$ cat src/rtl/gyro_axis_conditioner.sv
// Zero-rate calibration, offset correction, deadband and saturating integration for PmodGYRO x/y/z rates.
// Define GYRO_COND_DEADBAND_EN to enable the deadband stage; otherwise rate is the saturated corrected value.
module gyro_axis_conditioner #(
  parameter int CAL_SHIFT = 4,
  parameter int DEADBAND  = 16,
  parameter int ANGLE_W   = 24
) (
  input  logic                clk,
  input  logic                rst,
  input  logic                in_valid,
  input  logic [15:0]         x_in,
  input  logic [15:0]         y_in,
  input  logic [15:0]         z_in,
  input  logic                recal,
  output logic                out_valid,
  output logic [15:0]         x_rate,
  output logic [15:0]         y_rate,
  output logic [15:0]         z_rate,
  output logic [ANGLE_W-1:0]  x_angle,
  output logic [ANGLE_W-1:0]  y_angle,
  output logic [ANGLE_W-1:0]  z_angle,
  output logic                calibrated
);

  localparam int SUM_W = 16 + CAL_SHIFT;
  localparam logic [CAL_SHIFT-1:0] LAST_COUNT = '1;

  typedef enum logic {CAL, RUN} state_t;

  state_t              state;
  logic [CAL_SHIFT-1:0] count;

  logic [15:0]        sample    [3];
  logic [15:0]        offset    [3];
  logic [15:0]        rate_q    [3];
  logic [15:0]        rate_nxt  [3];
  logic [15:0]        sat       [3];
  logic [15:0]        cal_off   [3];
  logic [16:0]        diff      [3];
  logic [SUM_W-1:0]   sum       [3];
  logic [SUM_W-1:0]   sum_nxt   [3];
  logic [SUM_W-1:0]   avg       [3];
  logic [ANGLE_W-1:0] angle_q   [3];
  logic [ANGLE_W-1:0] angle_nxt [3];
  logic [ANGLE_W:0]   angle_sum [3];
`ifdef GYRO_COND_DEADBAND_EN
  logic [16:0]        mag       [3];
`endif

  assign sample[0] = x_in;
  assign sample[1] = y_in;
  assign sample[2] = z_in;

  // Corrected rate is clamped to 16 bits before deadband; the angle adds one guard bit to detect overflow.
  always_comb begin
    for (int i = 0; i < 3; i++) begin
      diff[i] = {sample[i][15], sample[i]} - {offset[i][15], offset[i]};
      case (diff[i][16:15])
        2'b01:   sat[i] = 16'h7FFF;
        2'b10:   sat[i] = 16'h8000;
        default: sat[i] = diff[i][15:0];
      endcase
`ifdef GYRO_COND_DEADBAND_EN
      mag[i] = sat[i][15] ? (17'd0 - {sat[i][15], sat[i]}) : {1'b0, sat[i]};
      rate_nxt[i] = (mag[i] <= 17'(DEADBAND)) ? 16'h0000 : sat[i];
`else
      rate_nxt[i] = sat[i];
`endif
      angle_sum[i] = {angle_q[i][ANGLE_W-1], angle_q[i]}
                   + {{(ANGLE_W-15){rate_nxt[i][15]}}, rate_nxt[i]};
      case (angle_sum[i][ANGLE_W:ANGLE_W-1])
        2'b01:   angle_nxt[i] = {1'b0, {(ANGLE_W-1){1'b1}}};
        2'b10:   angle_nxt[i] = {1'b1, {(ANGLE_W-1){1'b0}}};
        default: angle_nxt[i] = angle_sum[i][ANGLE_W-1:0];
      endcase
      sum_nxt[i] = sum[i] + {{CAL_SHIFT{sample[i][15]}}, sample[i]};
      avg[i]     = SUM_W'($signed(sum_nxt[i]) >>> CAL_SHIFT);
      cal_off[i] = avg[i][15:0];
    end
  end

  // Offsets survive recal so the old correction stays in place until the new average is known.
  always_ff @(posedge clk) begin
    if (rst) begin
      state      <= CAL;
      count      <= '0;
      out_valid  <= 1'b0;
      calibrated <= 1'b0;
      for (int i = 0; i < 3; i++) begin
        sum[i]     <= '0;
        offset[i]  <= '0;
        rate_q[i]  <= '0;
        angle_q[i] <= '0;
      end
    end else if (recal) begin
      state      <= CAL;
      count      <= '0;
      out_valid  <= 1'b0;
      calibrated <= 1'b0;
      for (int i = 0; i < 3; i++) begin
        sum[i]     <= '0;
        rate_q[i]  <= '0;
        angle_q[i] <= '0;
      end
    end else begin
      out_valid <= 1'b0;
      case (state)
        CAL: begin
          if (in_valid) begin
            count <= count + 1'b1;
            if (count == LAST_COUNT) begin
              state      <= RUN;
              calibrated <= 1'b1;
              for (int i = 0; i < 3; i++) begin
                offset[i] <= cal_off[i];
                sum[i]    <= '0;
              end
            end else begin
              for (int i = 0; i < 3; i++) sum[i] <= sum_nxt[i];
            end
          end
        end
        RUN: begin
          if (in_valid) begin
            out_valid <= 1'b1;
            for (int i = 0; i < 3; i++) begin
              rate_q[i]  <= rate_nxt[i];
              angle_q[i] <= angle_nxt[i];
            end
          end
        end
        default: state <= CAL;
      endcase
    end
  end

  assign x_rate  = rate_q[0];
  assign y_rate  = rate_q[1];
  assign z_rate  = rate_q[2];
  assign x_angle = angle_q[0];
  assign y_angle = angle_q[1];
  assign z_angle = angle_q[2];

endmodule

$ cat config.mk
export PLATFORM = sky130hd
export DESIGN_NAME = gyro_axis_conditioner
export DESIGN_NICKNAME = d
export VERILOG_FILES = /design/src/rtl/gyro_axis_conditioner.sv
export SDC_FILE = /design/constraint.sdc
export NUM_CORES = 1
export LEC_CHECK = 0
export ABC_CLOCK_PERIOD_IN_PS = 14650
export BUFFER_PORTS_ARGS = -buffer_cell sky130_fd_sc_hd__clkbuf_2
export CORE_MARGIN = 1
export CORE_UTILIZATION = 50
export DETAILED_ROUTE_END_ITERATION = 8
export GPL_TIMING_DRIVEN = 0
export HOLD_SLACK_MARGIN = 0.06
export PLACE_DENSITY = 0.68
export SETUP_SLACK_MARGIN = 0.3
export SLEW_MARGIN = 20
export SYNTH_ARGS = -nofsm -noshare
export SYNTH_HDL_FRONTEND = slang
export SYNTH_SLANG_ARGS = --single-unit
$ cat constraint.sdc
create_clock -name clk -period 14.65 [get_ports clk]
set_clock_uncertainty 0.15 [all_clocks]
set_input_delay 1.465 -clock clk [delete_from_list [all_inputs] [get_ports clk]]
set_output_delay 1.465 -clock clk [all_outputs]
set_load 0.02 [all_outputs]
==> metrics.yaml <==
outcome:
  outcome: "complete, no violations"
synthesis:
  ys.flop_type: "edfxtp_1"
  yosysUniqueCellTypes: 78
  synth_area_leader_cell: "edfxtp_1"
  synth_fp_nets: 2047
  netlist_instances: 1802
  synth_edf_count: 228
  synth_top_area_frac: 0.3926
  synth_seq_cells: 235
  syn_area_per_cell_um2: 9.678
  ys_seq_area_frac: 0.4006
  ys_top_cells_by_area: "edfxtp_1 39%, ha_1 13%, nor2_1 4.8%"
  syn-cell-area_um2: 17440
  synthArstFlopShare: 0
  ys_warn_count: 0
  synth_commonest_cells: "228 x edfxtp_1, 224 x nor2_1, 184 x ha_1"
  synth_most_common_cell: "edfxtp_1"
clock_tree:
  clockBufferDepth: 3
  post_cts_resized: 0
  numCtsBuffers: 29
  clk_pin_slew_ns: 0.06
  cts_setup_buffers: 0
  htreeDepth: 1
  postCtsHoldBufs: 0
  clockRootBuffer: "clkbuf_16"
  cts_tree: "yes"
  clock_latency_ns: 0.56
  cts_sinks: 235
worst_setup_path:
  endpoint_kind: "flip-flop"
  critPathSlowestCell: "fa_1"
  arrival_ns: 8.50
  critical_path_class: "in -> reg"
  r2r_start: "offset[0][16]"
  required_ns: 14.77
  startpoint: "y_in[0]"
  startpoint_type: "input pin"
  cp_max_fo: 10
  cp_slowest_stage_delay_ns: 0.42
die:
  start_util: 0.5061
  coreArea_um2: 34460
  die_w_um: 188.8
  row_count: 68
  die_area_um2: 35630
  die_h_um: 188.8
  ios: 174
timing:
  fin_ws_ns: 6.278
  post-route-period-util: 0.5715
  finalSetupTns_ns: 0
  setup_viol: 0
  fmax_mhz: 119.4
  rsz0062_at_grt: "false"
  hold_violations: 0
  maxSlewViolCount: 0
  worst_pin_slew_ns: 0.7800
  period_needed_ns: 8.372
  relSlewSlack: 0.4800
routing:
  wl_um: 43550
  route.detailed.drc: 0
  dr.pass1.iters: 7
  wl_per_cell_um: 17.53
  postRouteAntennaNets: 0
  num_vias: 13990
  first_iter_violations: 776
  viasPerCell: 5.632
power:
  totalPowerFinal_uw: 2154
  peakVddDrop_uv: 85.99
  switching_share: 0.3333
  intPower_uw: 1436
  p_leak_uw: 0.008913
  p_seq_frac: 0.363
  comb_power_share: 0.320
  p_clk_frac: 0.317
  power_density_nw_per_um2: 108.6
  p_sw_uw: 718.0
worst_hold_path:
  min_from: "calibrated"
  hold_path.class: "reg -> reg"
place:
  dpl.hpwl_um: 33510
  placed_cell_area_um2: 18970
  preCtsSetupSlack_ns: 5.825
  gp_congestion: 0.9431
  portBuffers: 173
global_route:
  track_usage: 0.2420
  grt_pass1_wl_um: 69140
  overflow: 0
  grt_pass1_vias: 13310
  grt_max_degree: 57
  antenna_found_initial: 0
cells_and_area:
  post-route-util: 0.5758
  fillCellCount: 3052
  multi_input_area_um2: 9883
  antenna_cells: 0
  regArea_um2: 6987
  final_area_um2: 19840
  drive_gt1_frac: 0.1345
  area_delta_synth_final_pct: 13.77
  fin_nets: 2254
run:
  drv_cap: 0
==> kinds of logic (layout without fill, tap and decap cells) <==
family | Yosys count | after routing | share of synthesized area
xor+xnor | 150 | 150 | 0.07533
fa+ha+maj | 208 | 208 | 0.1512
flops | 235 | 235 | 0.4006
mux | 3 | 3 | 0.002439
simple gates | 544 | 544 | 0.1443
buf+inv | 151 | 378 | 0.03372
compound gates | 511 | 511 | 0.1925
==> cell usage in the layout (no fill, tap or decap), drive strengths merged, types with 7 or more instances in the layout <==
cell	n
ha	184
a211oi	10
nor2	226
a41oi	7
xnor2	86
and2	21
nand2b	31
maj3	15
nor2b	29
o21bai	18
inv	105
nand2	111
xor2	64
a31oi	17
clkbuf	249
nand4	15
a21oi	154
nand3	29
or2	12
clkinv	12
dfxtp	7
a21o	66
or3	8
o21ai	122
o41ai	10
o31ai	11
buf	9
o21a	27
and3	17
edfxtp	228
fa	9
o211ai	14
nor3	36
==> sequential cells by signal (all words and copies together) (netlist names) <==
name        flops
angle_q        72
calibrated      1
count           4
offset         48
out_valid       1
rate_q         48
state           1
sum            60
==> routing by layer <==
metal  global-route usage  vias up  routed length, µm
met3              0.03222       72               2057
met2               0.3883      324              19470
met1               0.3344     6580              20600
met4              0.08623        0               1430
li1                     -     7015                  -
met5                    0        -                  0
==> power groups by stage <==
stage | combinational [µW] | clock (µW) | sequential (µW)
after global routing | 766 | 719 | 785
final | 690 | 682 | 782
after CTS | 684 | 695 | 782
after detailed placement | 678 | 0 | 796
after floorplan | 507 | 0 | 812
after global placement | 664 | 0 | 799
==> worst max-delay path, delay by kind of cell <==
kind	cells	cell delay (ns)
adders and majority gates	5	1.41
buffers and inverters	6	1.31
AOI/OAI and AO/OA	13	3.17
and+or+nand+nor	7	1.11
==> per-stage QoR <==
| step | hold slack, ns | cells |
|---|---|---|
| after floorplan | 0.3024 | 1802 |
| after global placement | 0.2866 | 2430 |
| after detailed placement | 0.2903 | 2433 |
| after CTS | 0.2989 | 2484 |
| after global routing | 0.3077 | 2484 |
| final | 0.2935 | 2484 |
==> cell type report <==
type	instances	area share
inverters	105	0.01986
well taps	455	0.02869
multi-input cells	1416	0.4981
clock buffers	36	0.03790
repair buffers	176	0.04742
flip-flops and latches	235	0.3521
plain buffers	46	0.009774
clock inverters	15	0.006117
==> final timing paths <==
path	slack, ns	endpoint	cells after the start
setup / recovery	6.28	angle_q[0][41]	31
hold / removal	0.29	calibrated	2
setup reg to reg	7.06	angle_q[0][41]	29
hold reg to reg	0.29	calibrated	2
(Power assumes the default switching activity.)
